===== src/rtl/mem_arbiter_pkg.sv =====
// mem_arbiter_pkg
//   Shared definitions for the two-port main-memory arbiter:
//   port index constants, the read-return tag carried through the
//   latency pipeline, and range checks for the build-time parameters.
package mem_arbiter_pkg;

  localparam int PORT_CPU  = 0;
  localparam int PORT_HOST = 1;

  // One entry of the read-return pipeline: which port a read belongs to.
  typedef struct packed {
    logic valid;
    logic port;
  } rd_tag_t;

  function automatic bit read_latency_ok(input int lat);
    return (lat >= 1) && (lat <= 4);
  endfunction

  function automatic bit max_lock_ok(input int max_lock);
    return (max_lock >= 2) && (max_lock <= 15);
  endfunction

endpackage


===== src/rtl/rd_tag_pipe.sv =====
// rd_tag_pipe
//   DEPTH-stage shift register of read tags. Stage 0 captures the tag of
//   the command issued this cycle; the last stage lines up with the
//   memory's read data. Asynchronous clear drops all in-flight tags.
// Ports:
//   clock, reset_n   clock / async active-low clear
//   i_valid, i_port  tag of the command issued this cycle
//   o_valid, o_port  tag whose read data is on the memory bus now
module rd_tag_pipe
  import mem_arbiter_pkg::*;
#(
  parameter int DEPTH = 1
) (
  input  logic clock,
  input  logic reset_n,
  input  logic i_valid,
  input  logic i_port,
  output logic o_valid,
  output logic o_port
);

  rd_tag_t r_stage [DEPTH];

  always_ff @(posedge clock or negedge reset_n) begin
    if (!reset_n) begin
      for (int i = 0; i < DEPTH; i++) r_stage[i] <= '0;
    end else begin
      r_stage[0] <= rd_tag_t'{valid: i_valid, port: i_port};
      for (int i = 1; i < DEPTH; i++) r_stage[i] <= r_stage[i-1];
    end
  end

  assign o_valid = r_stage[DEPTH-1].valid;
  assign o_port  = r_stage[DEPTH-1].port;

endmodule


===== src/rtl/mem_arbiter.sv =====
// mem_arbiter
//   Arbitrates the byte-wide main-memory port between the CPU (port 0)
//   and the loader/debug host (port 1). Grant is combinational in the
//   request cycle; round-robin on contention, with a per-port lock that
//   keeps two-byte accesses together, capped at MAX_LOCK grants.
//   Read data is returned on the shared rdata bus, steered by a tag pipe.
// Ports:
//   clock, reset_n            clock / async active-low reset
//   req, we, lock             per-port request, write enable, lock
//   addr0/1, wdata0/1         per-port command fields
//   gnt                       one-hot (or zero) command acceptance
//   rvalid, rdata             per-port read return, shared data
//   mem_en/we/addr/wdata      memory command
//   mem_rdata                 memory read data, READ_LATENCY later
module mem_arbiter
  import mem_arbiter_pkg::*;
#(
  parameter int ADDR_W       = 16,
  parameter int DATA_W       = 8,
  parameter int READ_LATENCY = 1,
  parameter int MAX_LOCK     = 4
) (
  input  logic              clock,
  input  logic              reset_n,
  input  logic [1:0]        req,
  input  logic [1:0]        we,
  input  logic [1:0]        lock,
  input  logic [ADDR_W-1:0] addr0,
  input  logic [ADDR_W-1:0] addr1,
  input  logic [DATA_W-1:0] wdata0,
  input  logic [DATA_W-1:0] wdata1,
  output logic [1:0]        gnt,
  output logic [1:0]        rvalid,
  output logic [DATA_W-1:0] rdata,
  output logic              mem_en,
  output logic              mem_we,
  output logic [ADDR_W-1:0] mem_addr,
  output logic [DATA_W-1:0] mem_wdata,
  input  logic [DATA_W-1:0] mem_rdata
);

  if (!read_latency_ok(READ_LATENCY)) begin : g_bad_latency
    $fatal(1, "mem_arbiter: READ_LATENCY must be 1..4");
  end
  if (!max_lock_ok(MAX_LOCK)) begin : g_bad_max_lock
    $fatal(1, "mem_arbiter: MAX_LOCK must be 2..15");
  end

  logic       r_last;
  logic       r_owner_valid;
  logic       r_owner;
  logic [3:0] r_lock_cnt;

  logic [1:0] w_gnt;
  logic       w_port;
  logic       w_owner_hit;
  logic [3:0] w_cnt_base;
  logic [4:0] w_cnt_inc;
  logic       w_lock_take;
  logic       w_tag_valid;
  logic       w_tag_port;

  always_comb begin
    w_gnt       = 2'b00;
    w_owner_hit = r_owner_valid && req[r_owner] && (r_lock_cnt < 4'(MAX_LOCK));
    if (!reset_n) begin
      w_gnt = 2'b00;
    end else if (w_owner_hit) begin
      w_gnt = r_owner ? 2'b10 : 2'b01;
    end else begin
      case (req)
        2'b01:   w_gnt = 2'b01;
        2'b10:   w_gnt = 2'b10;
        2'b11:   w_gnt = r_last ? 2'b01 : 2'b10;
        default: w_gnt = 2'b00;
      endcase
    end
  end

  assign w_port = w_gnt[1];

  // The count only carries over while the same port keeps the lock; a
  // grant to the other port means the previous owner gave up its request.
  assign w_cnt_base  = (r_owner_valid && (r_owner == w_port)) ? r_lock_cnt : 4'd0;
  assign w_cnt_inc   = {1'b0, w_cnt_base} + 5'd1;
  assign w_lock_take = lock[w_port] && (w_cnt_inc < 5'(MAX_LOCK));

  always_ff @(posedge clock or negedge reset_n) begin
    if (!reset_n) begin
      r_last        <= 1'b1;
      r_owner_valid <= 1'b0;
      r_owner       <= 1'b0;
      r_lock_cnt    <= 4'd0;
    end else if (|w_gnt) begin
      r_last <= w_port;
      if (w_lock_take) begin
        r_owner       <= w_port;
        r_owner_valid <= 1'b1;
        r_lock_cnt    <= w_cnt_inc[3:0];
      end else begin
        r_owner_valid <= 1'b0;
        r_lock_cnt    <= 4'd0;
      end
    end else begin
      r_owner_valid <= 1'b0;
      r_lock_cnt    <= 4'd0;
    end
  end

  assign gnt       = w_gnt;
  assign mem_en    = |w_gnt;
  assign mem_we    = mem_en && we[w_port];
  assign mem_addr  = w_port ? addr1 : addr0;
  assign mem_wdata = w_port ? wdata1 : wdata0;

  rd_tag_pipe #(
    .DEPTH(READ_LATENCY)
  ) u_rd_tag_pipe (
    .clock  (clock),
    .reset_n(reset_n),
    .i_valid(mem_en && !mem_we),
    .i_port (w_port),
    .o_valid(w_tag_valid),
    .o_port (w_tag_port)
  );

  assign rvalid[PORT_CPU]  = reset_n && w_tag_valid && !w_tag_port;
  assign rvalid[PORT_HOST] = reset_n && w_tag_valid && w_tag_port;
  assign rdata             = mem_rdata;

endmodule


===== config.mk =====
export PLATFORM = sky130hd
export DESIGN_NAME = mem_arbiter
export DESIGN_NICKNAME = d
export VERILOG_FILES = /design/src/rtl/mem_arbiter_pkg.sv /design/src/rtl/rd_tag_pipe.sv /design/src/rtl/mem_arbiter.sv
export SDC_FILE = /design/constraint.sdc
export NUM_CORES = 1
export LEC_CHECK = 0
export BUFFER_PORTS_ARGS = -buffer_cell sky130_fd_sc_hd__buf_2
export CAP_MARGIN = 20
export CELL_PAD_IN_SITES_DETAIL_PLACEMENT = 2
export CELL_PAD_IN_SITES_GLOBAL_PLACEMENT = 2
export CORE_MARGIN = 3
export CORE_UTILIZATION = 14
export CTS_CLUSTER_SIZE = 40
export DETAILED_ROUTE_END_ITERATION = 7
export GPL_TIMING_DRIVEN = 0
export HOLD_SLACK_MARGIN = 0.06
export PLACE_DENSITY = 0.83
export SKIP_LAST_GASP = 1
export SLEW_MARGIN = 20
export SYNTH_ARGS = -nofsm -noshare
export SYNTH_HDL_FRONTEND = slang
export SYNTH_SLANG_ARGS = --single-unit

===== constraint.sdc =====
create_clock -name clock -period 2.4 [get_ports clock]
set_input_delay 0.6 -clock clock [delete_from_list [all_inputs] [get_ports clock]]
set_output_delay 0.6 -clock clock [all_outputs]
set_load 0.005 [all_outputs]

* Word level (Yosys, flattened, before mapping)
Cells that the tools add are included.
Cells by class: reductions and logical operators 13, equal/unequal tests 4, add/subtract/negate cells 1, order comparisons 4, mux-type cells 18
Operator list (count):
- $mux 16 | 1
- $mux 4 | 3
- $logic_and 1x1->1 | 9
- $mux 1 | 8
- $mux 2 | 4
- $mux 8 | 1
- $pmux 2 s3 | 1
- $add 4x1->5 const B | 1
- $lt 5x3->1 const B | 1
- $eq 2x2->1 const B | 2
- $lt 1x2->1 const B | 2
- $lt 4x3->1 const B | 1
- $eq 2x1->1 const B | 1
- $logic_not 1->1 | 2
- $reduce_and 2->1 | 1
- $reduce_or 2->1 | 1
- $eq 1x1->1 | 1
Word-level totals: logic and storage cells 46, output and inout bits 38, register bits 9, input port bits 64

* Depth between registers and ports, before layout
Gate-level depths: netlist of run 1.
word-level depth 14, depth in mapped cells 10, gate-level depth less buffers 10

* Modules after synthesis
A second synthesis of run 1 with hierarchy kept.
Second synthesis, totals: cells, all modules 94, area, all modules 903.4 µm²
By module, submodules not included:
- mem_arbiter | cells an instance 92, area each 853.3 µm², sequential area each 176.4 µm², instances 1
- rd_tag_pipe | cells an instance 2, area each 50.0 µm², sequential area each 50.0 µm², instances 1

* Least setup slack after synthesis of run 1
OpenSTA, ideal clock, no wires.
path kind input to register, start point in reset_n, end point reg r_owner, setup time 0.135 ns, arrival time 2.400 ns, slack -0.134 ns, data required time 2.265 ns, stages 10, path buffers 0, cell sequence nand2_1 a211oi_1 a211oi_1 and2_1 ha_1 a21bo_2 a21oi_1 a2111oi_0 nand2b_1 o22ai_1
On the way: longest elaborated chain between the ends 8, elaborated cells between the ends (all ways) 11, those cells by class add/sub: 1; order compare: 1; eq/ne: 1; mux: 4; reduce/logical: 4
RTL lines:
- from (decl) | RTL line mem_arbiter.sv:24 | input logic reset_n,
- $mux 2 * | RTL line mem_arbiter.sv:66 | if (!reset_n) begin
- $eq 1x1->1 | RTL line mem_arbiter.sv:84 | assign w_cnt_base = (r_owner_valid && (r_owner == w_port)) ? r_lock_cnt : 4'd0;
- $logic_and 1x1->1 | RTL line mem_arbiter.sv:84
- $mux 4 | RTL line mem_arbiter.sv:84
- $add 4x1->5 | RTL line mem_arbiter.sv:85 | assign w_cnt_inc = {1'b0, w_cnt_base} + 5'd1;
- $lt 5x3->1 | RTL line mem_arbiter.sv:86 | assign w_lock_take = lock[w_port] && (w_cnt_inc < 5'(MAX_LOCK));
- $logic_and 1x1->1 | RTL line mem_arbiter.sv:86
- $reduce_and 2->1 (no source line)
- to (signal assigned) | RTL line mem_arbiter.sv:97 | r_owner <= w_port;
- to (decl) | RTL line mem_arbiter.sv:51 | logic r_owner;
Every way passes the cells marked *; elsewhere a longest branch is shown, timed or not. The select of a mux whose other input is x is not followed. A chain may end at the register's enable or synchronous reset.

* Worst setup path after layout of run 1
start point reg r_lock_cnt[3], end point out mem_addr[7]
On the way: longest elaborated chain between the ends 5
RTL lines:
- from (decl) | RTL line mem_arbiter.sv:52 | logic [3:0] r_lock_cnt;
- from (signal assigned) | RTL line mem_arbiter.sv:99 | r_lock_cnt <= w_cnt_inc[3:0];
- $lt 4x3->1 | RTL line mem_arbiter.sv:65 | w_owner_hit = r_owner_valid && req[r_owner] && (r_lock_cnt < 4'(MAX_LOCK));
- $logic_and 1x1->1 | RTL line mem_arbiter.sv:65
- $mux 2 | RTL line mem_arbiter.sv:68 | end else if (w_owner_hit) begin
- $mux 2 | RTL line mem_arbiter.sv:66
- $mux 16 | RTL line mem_arbiter.sv:113 | assign mem_addr = w_port ? addr1 : addr0;
- to (decl) | RTL line mem_arbiter.sv:37 | output logic [ADDR_W-1:0] mem_addr,
No other way between the ends.

==> results of run 1 <==
layout make-up:
type,instances,area (um2)
tap,75,93.84
buffer,11,97.59
multi-input combinational,69,694.4
clock buffer,4,45.04
sequential,9,230.2
inverter,7,26.28
fill,713,4265
timing repair buffer,115,643.1
metrics by stage:
step / setup TNS (ps) / util / cell area [um2]
floorplan: 0 / - / 925.9
global placement: -11510 / 0.2436 / 1485
detailed placement: -12550 / 0.2436 / 1485
CTS: -3954 / 0.2816 / 1717
global route: -7070 / 0.3003 / 1831
finish: -3713 / 0.3003 / 1831
worst paths after layout:
kind                                    startpoint  slack (ps)                         endpoint  cells after the start
setup / recovery           r_lock_cnt[3]$_DFF_PN0_        -160                      mem_addr[7]                      6
hold reg to reg                 r_last$_DFFE_PN1P_         620               r_last$_DFFE_PN1P_                      2
setup reg to reg           r_lock_cnt[2]$_DFF_PN0_        -150              r_owner$_DFFE_PN0P_                     11
max in group asynchronous                  reset_n        2010               r_last$_DFFE_PN1P_                      1
hold / removal                             reset_n         170          r_lock_cnt[0]$_DFF_PN0_                      1
min in group clock                           we[1]         570  u_rd_tag_pipe.o_valid$_DFF_PN0_                      2
critical path: stages (launching register included):
cell and delay (ps):
dfrtp_2 440, nor3b_4 250, mux2i_4 110, a21oi_4 260, buf_8 180, mux2_2 350
buf_2 130
layer usage:
layer | share of wire | wire (um) | up-vias
met4 | 0.015 | 70 | 0
met3 | 0.059 | 270 | 6
li1 | - | - | 574
met2 | 0.60 | 2742 | 55
met1 | 0.33 | 1517 | 599
met5 | 0 | 0 | -
report_power, final:
part / switching, mW / internal (mW) / total, mW
Clock: 0.0577 / 0.116 / 0.173
Sequential: 0.0195 / 0.171 / 0.191
Combinational: 0.157 / 0.197 / 0.355
Total: 0.234 / 0.484 / 0.719
what timing repair did:
item	CTS	global route
setup buffers	14	8
pin swaps	9	6
setup endpoints to repair	31	31
resized for setup	19	10
logic make-up after synthesis:
family | count (synthesis) | synth area share
adders and majority gates | 1 | 0.01373
muxes | 25 | 0.3118
other | 1 | 0.004117
AOI/OAI and AO/OA | 21 | 0.1745
and+or+nand+nor | 20 | 0.1113
buffers and inverters | 18 | 0.1360
DFF | 9 | 0.2486
cells in the final DEF (no fill, tap or decap), types with 2 or more instances in the layout:
cell,count
o21ai_0,3
buf_2,91
dfrtp_1,5
inv_1,6
buf_8,3
buf_4,32
a21oi_4,2
conb_1,2
mux2_2,24
nand2_1,6
o22ai_1,2
a211oi_4,2
clkbuf_8,3
dfrtp_2,3
nor2_1,3
registers in the layout, summed over array words and instances, names as in the netlist:
register	flops
r_last	1
u_rd_tag_pipe.o_valid	1
r_owner_valid	1
r_owner	1
r_lock_cnt	4
u_rd_tag_pipe.o_port	1
==> summary.txt, run 1 <==
STA
  • Final Hold Vio Count: 0
  • Clock skew: around 3.8 ps
  • Setup violators final: 30
  • Final period util: 1.066
  • Slew Viols, Final: 0
  • Final WS setup: -159.0 ps
  • Post-route minimum period: roughly 2600 ps
  • Least-Margin Pin Slew: between 500 and 600 ps
  • Rel. slew slack: 0.5980
  • RSZ-0062 raised after global routing: yes
  • Hold Slack: about 170 ps
  • F_max: between 300 and 400 MHz

Global route
  • Initial antenna violation count: 0
  • Met1 usage: 0.1186
  • Vias in the first global route: 1,433
  • Largest net degree at the start of global routing: 16
  • M3 GR Usage: 0.01236
  • Met2 usage: 0.2330
  • Total GRT Usage: 0.1150
  • First-pass GRT wire length: between 6000 and 7000 um
  • Gr ovfl total: 0
  • GRT busiest layer: met2

Synth
  • Library cells used by synthesis: 32
  • Top_reg_cell synth: dfrtp_1
  • Leading cell type by number of instances after synthesis: mux2_2
  • Mean Syn Cell Area: between 9 and 10 um2
  • Synth area leader: mux2_2
  • Syn Inst Count: 95
  • Ranking of synthesized cells by area: mux2_2 30%, dfrtp_1 22%, buf_4 7.4%, buf_8 3.3%, nand2_1 3.3%
  • Yosys warnings: 0
  • Synth cell count leaders: 24 x mux2_2, 9 x buf_4, 8 x dfrtp_1, 8 x nand2_1, 7 x inv_1
  • Post-synthesis register bit count: 9
  • Post-synth EDFFs: 0
  • Post-synth design cell area: slightly above 900 um2
  • Synth async-reset ratio: 1.000
  • Sequential area share after synthesis: 0.2486
  • Post-synth top area share: 0.2967

Final layout
  • Share of cells above drive strength 1: 0.8140
  • P&R area growth vs syn: 101.0%
  • Non-Filler Instances: 290
  • # diodes: 0
  • NumNets Final: 281

Clock network
  • CTS tree: yes
  • CTS max path bufs: 2
  • Clock sinks: 9
  • Num CTS Buffers: 3
  • Worst-path clk slew: roughly 50 ps
  • Cts hold-fix bufs: 0
  • Max H-tree Level: 1
  • Root Buffer: clkbuf_8
  • Clk Latency, worst-skew pair: approximately 230 ps

Job
  • Maxcap violations: 0

Placement
  • Hpwl dp: ~3500 um
  • Placed Cells incl. Taps: 264
  • Port bufs: between 90 and 100
  • Pre-CTS setup slack: -749.1 ps
  • GPL Wtd Cong: ~0.78

Floorplan
  • Die area: approximately 0.0075 mm2
  • I/O pin cnt: around 100
  • # rows: 28
  • Core area: slightly above 0.006 mm2
  • Die Ht: 86.66 um
  • Initial Util: 0.1494
  • Die width: a little under 90 um

Routing
  • Vias: ~1,200
  • DRC Markers: 0
  • Starting DRT DRC Count: 11
  • WL/cell: ~16 um
  • DRT antenna net count: 0
  • Via density: 4.255
  • Final wirelength: about 4600 um
  • Drt first pass iters: 4

Pwr
  • Pwr dens: slightly below 400 mW/mm2
  • Lkg Pwr: around 0.93 nW
  • Total power: approximately 0.72 mW
  • Max VDD drop: roughly 0.20 mV

Setup path
  • Worst Setup End Kind: output port
  • CP startpoint kind: register
  • Crit path required time: ~1800 ps
  • Worst path arrival time: approximately 2000 ps
  • Setup CP Type: register to output port
  • CP max FO: 10

Outcome
  • Status: finished with violations
  • Failing checks: negative setup slack

Min path
  • Type of the worst min-delay path: input pin to asynchronous set/reset pin
Note: power is estimated with default switching activity, not from simulation.
==> run 2: changes to the inputs <==
--- a/config.mk
+++ b/config.mk
@@ -10,11 +10,12 @@
 export CELL_PAD_IN_SITES_DETAIL_PLACEMENT = 2
 export CELL_PAD_IN_SITES_GLOBAL_PLACEMENT = 2
+export CORE_ASPECT_RATIO = 0.7
 export CORE_MARGIN = 3
-export CORE_UTILIZATION = 14
+export CORE_UTILIZATION = 17
 export CTS_CLUSTER_SIZE = 40
 export DETAILED_ROUTE_END_ITERATION = 7
 export GPL_TIMING_DRIVEN = 0
 export HOLD_SLACK_MARGIN = 0.06
-export PLACE_DENSITY = 0.83
+export PLACE_DENSITY = 0.93
 export SKIP_LAST_GASP = 1
 export SLEW_MARGIN = 20
==> constraint.sdc (replaced) <==
create_clock -name clock -period 3.05 [get_ports clock]
set_input_delay 0.7625 -clock clock [delete_from_list [all_inputs] [get_ports clock]]
set_output_delay 0.7625 -clock clock [all_outputs]
set_load 0.05 [all_outputs]
==> summary.txt, run 2 (synthesized netlist as in run 1, its figures left out) <==
Outcome
  • Status: complete, no violations

Pwr
  • Lkg Pwr: 0.8201 nW (-12%)
  • Sw Share: 0.4671 (+0.1409)
  • Internal power: 0.3350 mW (-31%)
  • Max VDD drop: 0.1493 mV (-26%)
  • Power share of the clock group: 0.230 (-0.011)
  • P_sw: 0.2937 mW (+25%)
  • Total power: 0.6287 mW (-13%)
  • Register share of total power: 0.237 (-0.029)
  • Pwr dens: 407.2 mW/mm2 (+3.7%)
  • Gate power share: 0.533 (+0.040)

Clock network
  • Clk Latency, worst-skew pair: 240 ps (about the same)
  • Clock sinks: 9 (unchanged)
  • Num CTS Buffers: 3 (unchanged)
  • Root Buffer: clkbuf_8
  • Worst-path clk slew: 50 ps (about the same)
  • Cts hold-fix bufs: 0 (unchanged)
  • CTS max path bufs: 2 (unchanged)
  • CTS tree: yes
  • Max H-tree Level: 1 (unchanged)

Floorplan
  • Core area: 0.004966 mm2 (-19%)
  • I/O pin cnt: 102 (unchanged)
  • Die area: 0.006286 mm2 (-16%)
  • Die width: 93.49 um (+7.9%)
  • # rows: 21 (-25%)
  • Initial Util: 0.1834 (+0.03400)
  • Die Ht: 67.24 um (-22%)

Setup path
  • CP startpoint kind: register
  • R2r endpoint: r_owner$_DFFE_PN0P_
  • Setup CP Type: register to output port
  • RR Startpoint: r_lock_cnt[3]$_DFF_PN0_
  • Crit-path cells: nor3b_2, mux2i_2, o211ai_1, inv_1, a22o_1, buf_2
  • Worst R2R Path Depth: 10 (-1)
  • CP max FO: 5 (-5)
  • Worst path arrival time: 2200 ps (+240 ps)
  • Crit path required time: 2290 ps (+490 ps)
  • Worst path slowest cell: dfrtp_1
  • Worst Setup End Kind: output port
  • FF-to-FF setup slack: 370 ps (+520 ps)
  • Crit-path max cell delay: 450 ps (about the same)

STA
  • Final Hold Vio Count: 0 (unchanged)
  • Final period util: 0.9713
  • Post-route minimum period: 2962 ps
  • Slew Viols, Final: 0 (unchanged)
  • Clock skew: 3.484 ps (-0.3128 ps)
  • F_max: about 340 MHz
  • RSZ-0062 raised after global routing: no
  • Setup violators final: 0 (-100%)

Global route
  • Gr ovfl total: 0 (unchanged)
  • Vias in the first global route: 1,176 (-18%)
  • Initial antenna violation count: 0 (unchanged)
  • First-pass GRT wire length: 5996 um (-12%)
  • Total GRT Usage: 0.1243 (+0.009270)
  • Largest net degree at the start of global routing: 16 (unchanged)

Final layout
  • P&R area growth vs syn: 69.51%
  • Post-route cell area: 0.001544 mm2 (-16%)
  • Most common cell after layout, fill and taps aside: buf_2
  • Largest register FFs: 4 (unchanged)
  • # diodes: 0 (unchanged)
  • Largest reg by FF count: r_lock_cnt
  • Most frequent cells in the layout: 92 x buf_2, 24 x mux2_2, 11 x buf_4
  • Share of cells above drive strength 1: 0.7282 (-0.08575)
  • NumNets Final: 261 (-7.1%)

Routing
  • Final wirelength: 4104 um (-11%)
  • WL/cell: 15.55 um (-2.0%)
  • DRC Markers: 0 (unchanged)
  • Drt first pass iters: 3 (-1)
  • Via density: 4.261 (+0.15%)
  • Starting DRT DRC Count: 20 (+9)
  • DRT antenna net count: 0 (unchanged)
  • Vias: 1,125 (-8.8%)

Placement
  • Hpwl dp: 3546 um (+1.8%)
  • GPL Wtd Cong: 0.8220 (+4.9%)
  • DP Area: 0.001466 mm2 (-1.3%)
  • Port bufs: 93 (unchanged)

Min path
  • Type of the worst min-delay path: input pin to asynchronous set/reset pin

Job
  • Maxcap violations: 0 (unchanged)
## run 2: cell count changes in the layout (fill, tap and decap cells not counted), sizes merged
cell,previous run,this run
buf,126,105
clkinv,0,1
## run 2: what timing repair did
item,CTS,global route
resized for setup,4,1
buffers inserted,2,0
setup endpoints to repair,29,26
## run 2: per-layer routing
layer  part of all wire  global-route usage  up-vias
met5                  0                   0        -
met4             0.0051             0.03839        0
met3              0.040             0.01670        2
met2               0.54              0.2262       44
met1               0.41              0.1537      544
li1                   -                   -      535
## run 2: area by class of cell
cell class | count | area [um2]
fill | 607 | 3422
multi-input combinational | 69 | 578.1
timing repair buffer | 95 | 483.0
sequential | 9 | 226.5
buffer | 11 | 97.59
tap | 69 | 86.33
clock buffer | 3 | 41.29
inverter | 7 | 26.28
clock inverter | 1 | 5.005
## run 2: power by group through the flow
stage	Sequential (mW)	Clock, mW	Combinational [mW]
final	0.149	0.144	0.335
after global routing	0.151	0.157	0.356
after CTS	0.149	0.148	0.338
after detailed placement	0.149	0	0.331
after global placement	0.148	0	0.322
after floorplan	0.145	0	0.239
## run 2: through the flow
step | cells | hold slack, ps | worst slack, ps | setup TNS, ps | util
5_1_grt | 264 | 395.3 | 3.795 | 0 | 0.3109
4_1_cts | 264 | 415.1 | 41.59 | 0 | 0.3104
3_5_place_dp | 258 | 562.3 | -546.4 | -4171 | 0.2953
6_report | 264 | 390.7 | 87.51 | 0 | 0.3109
2_1_floorplan | 96 | 466.9 | 257.4 | 0 | -
3_3_place_gp | 258 | 541.9 | -423.2 | -3035 | 0.2953
## run 2: critical path, delay by kind of cell (launching register included)
kind	cells	cell delay [ps]
AOI/OAI and AO/OA	2	420
buffers and inverters	2	420
DFF	1	450
muxes	1	410
and+or+nand+nor	1	250
## run 2: worst max-delay path by stage
stage	from	end	slack [ps]	cells past startpoint
2_1_floorplan	r_lock_cnt[3]$_DFF_PN0_	mem_we	260	5
3_3_place_gp	reset_n	r_owner$_DFFE_PN0P_	-420	11
3_5_place_dp	reset_n	r_owner$_DFFE_PN0P_	-550	11
4_1_cts	reset_n	mem_addr[10]	40	6
5_1_grt	reset_n	r_owner$_DFFE_PN0P_	4	11
6_report	r_lock_cnt[3]$_DFF_PN0_	mem_we	90	6
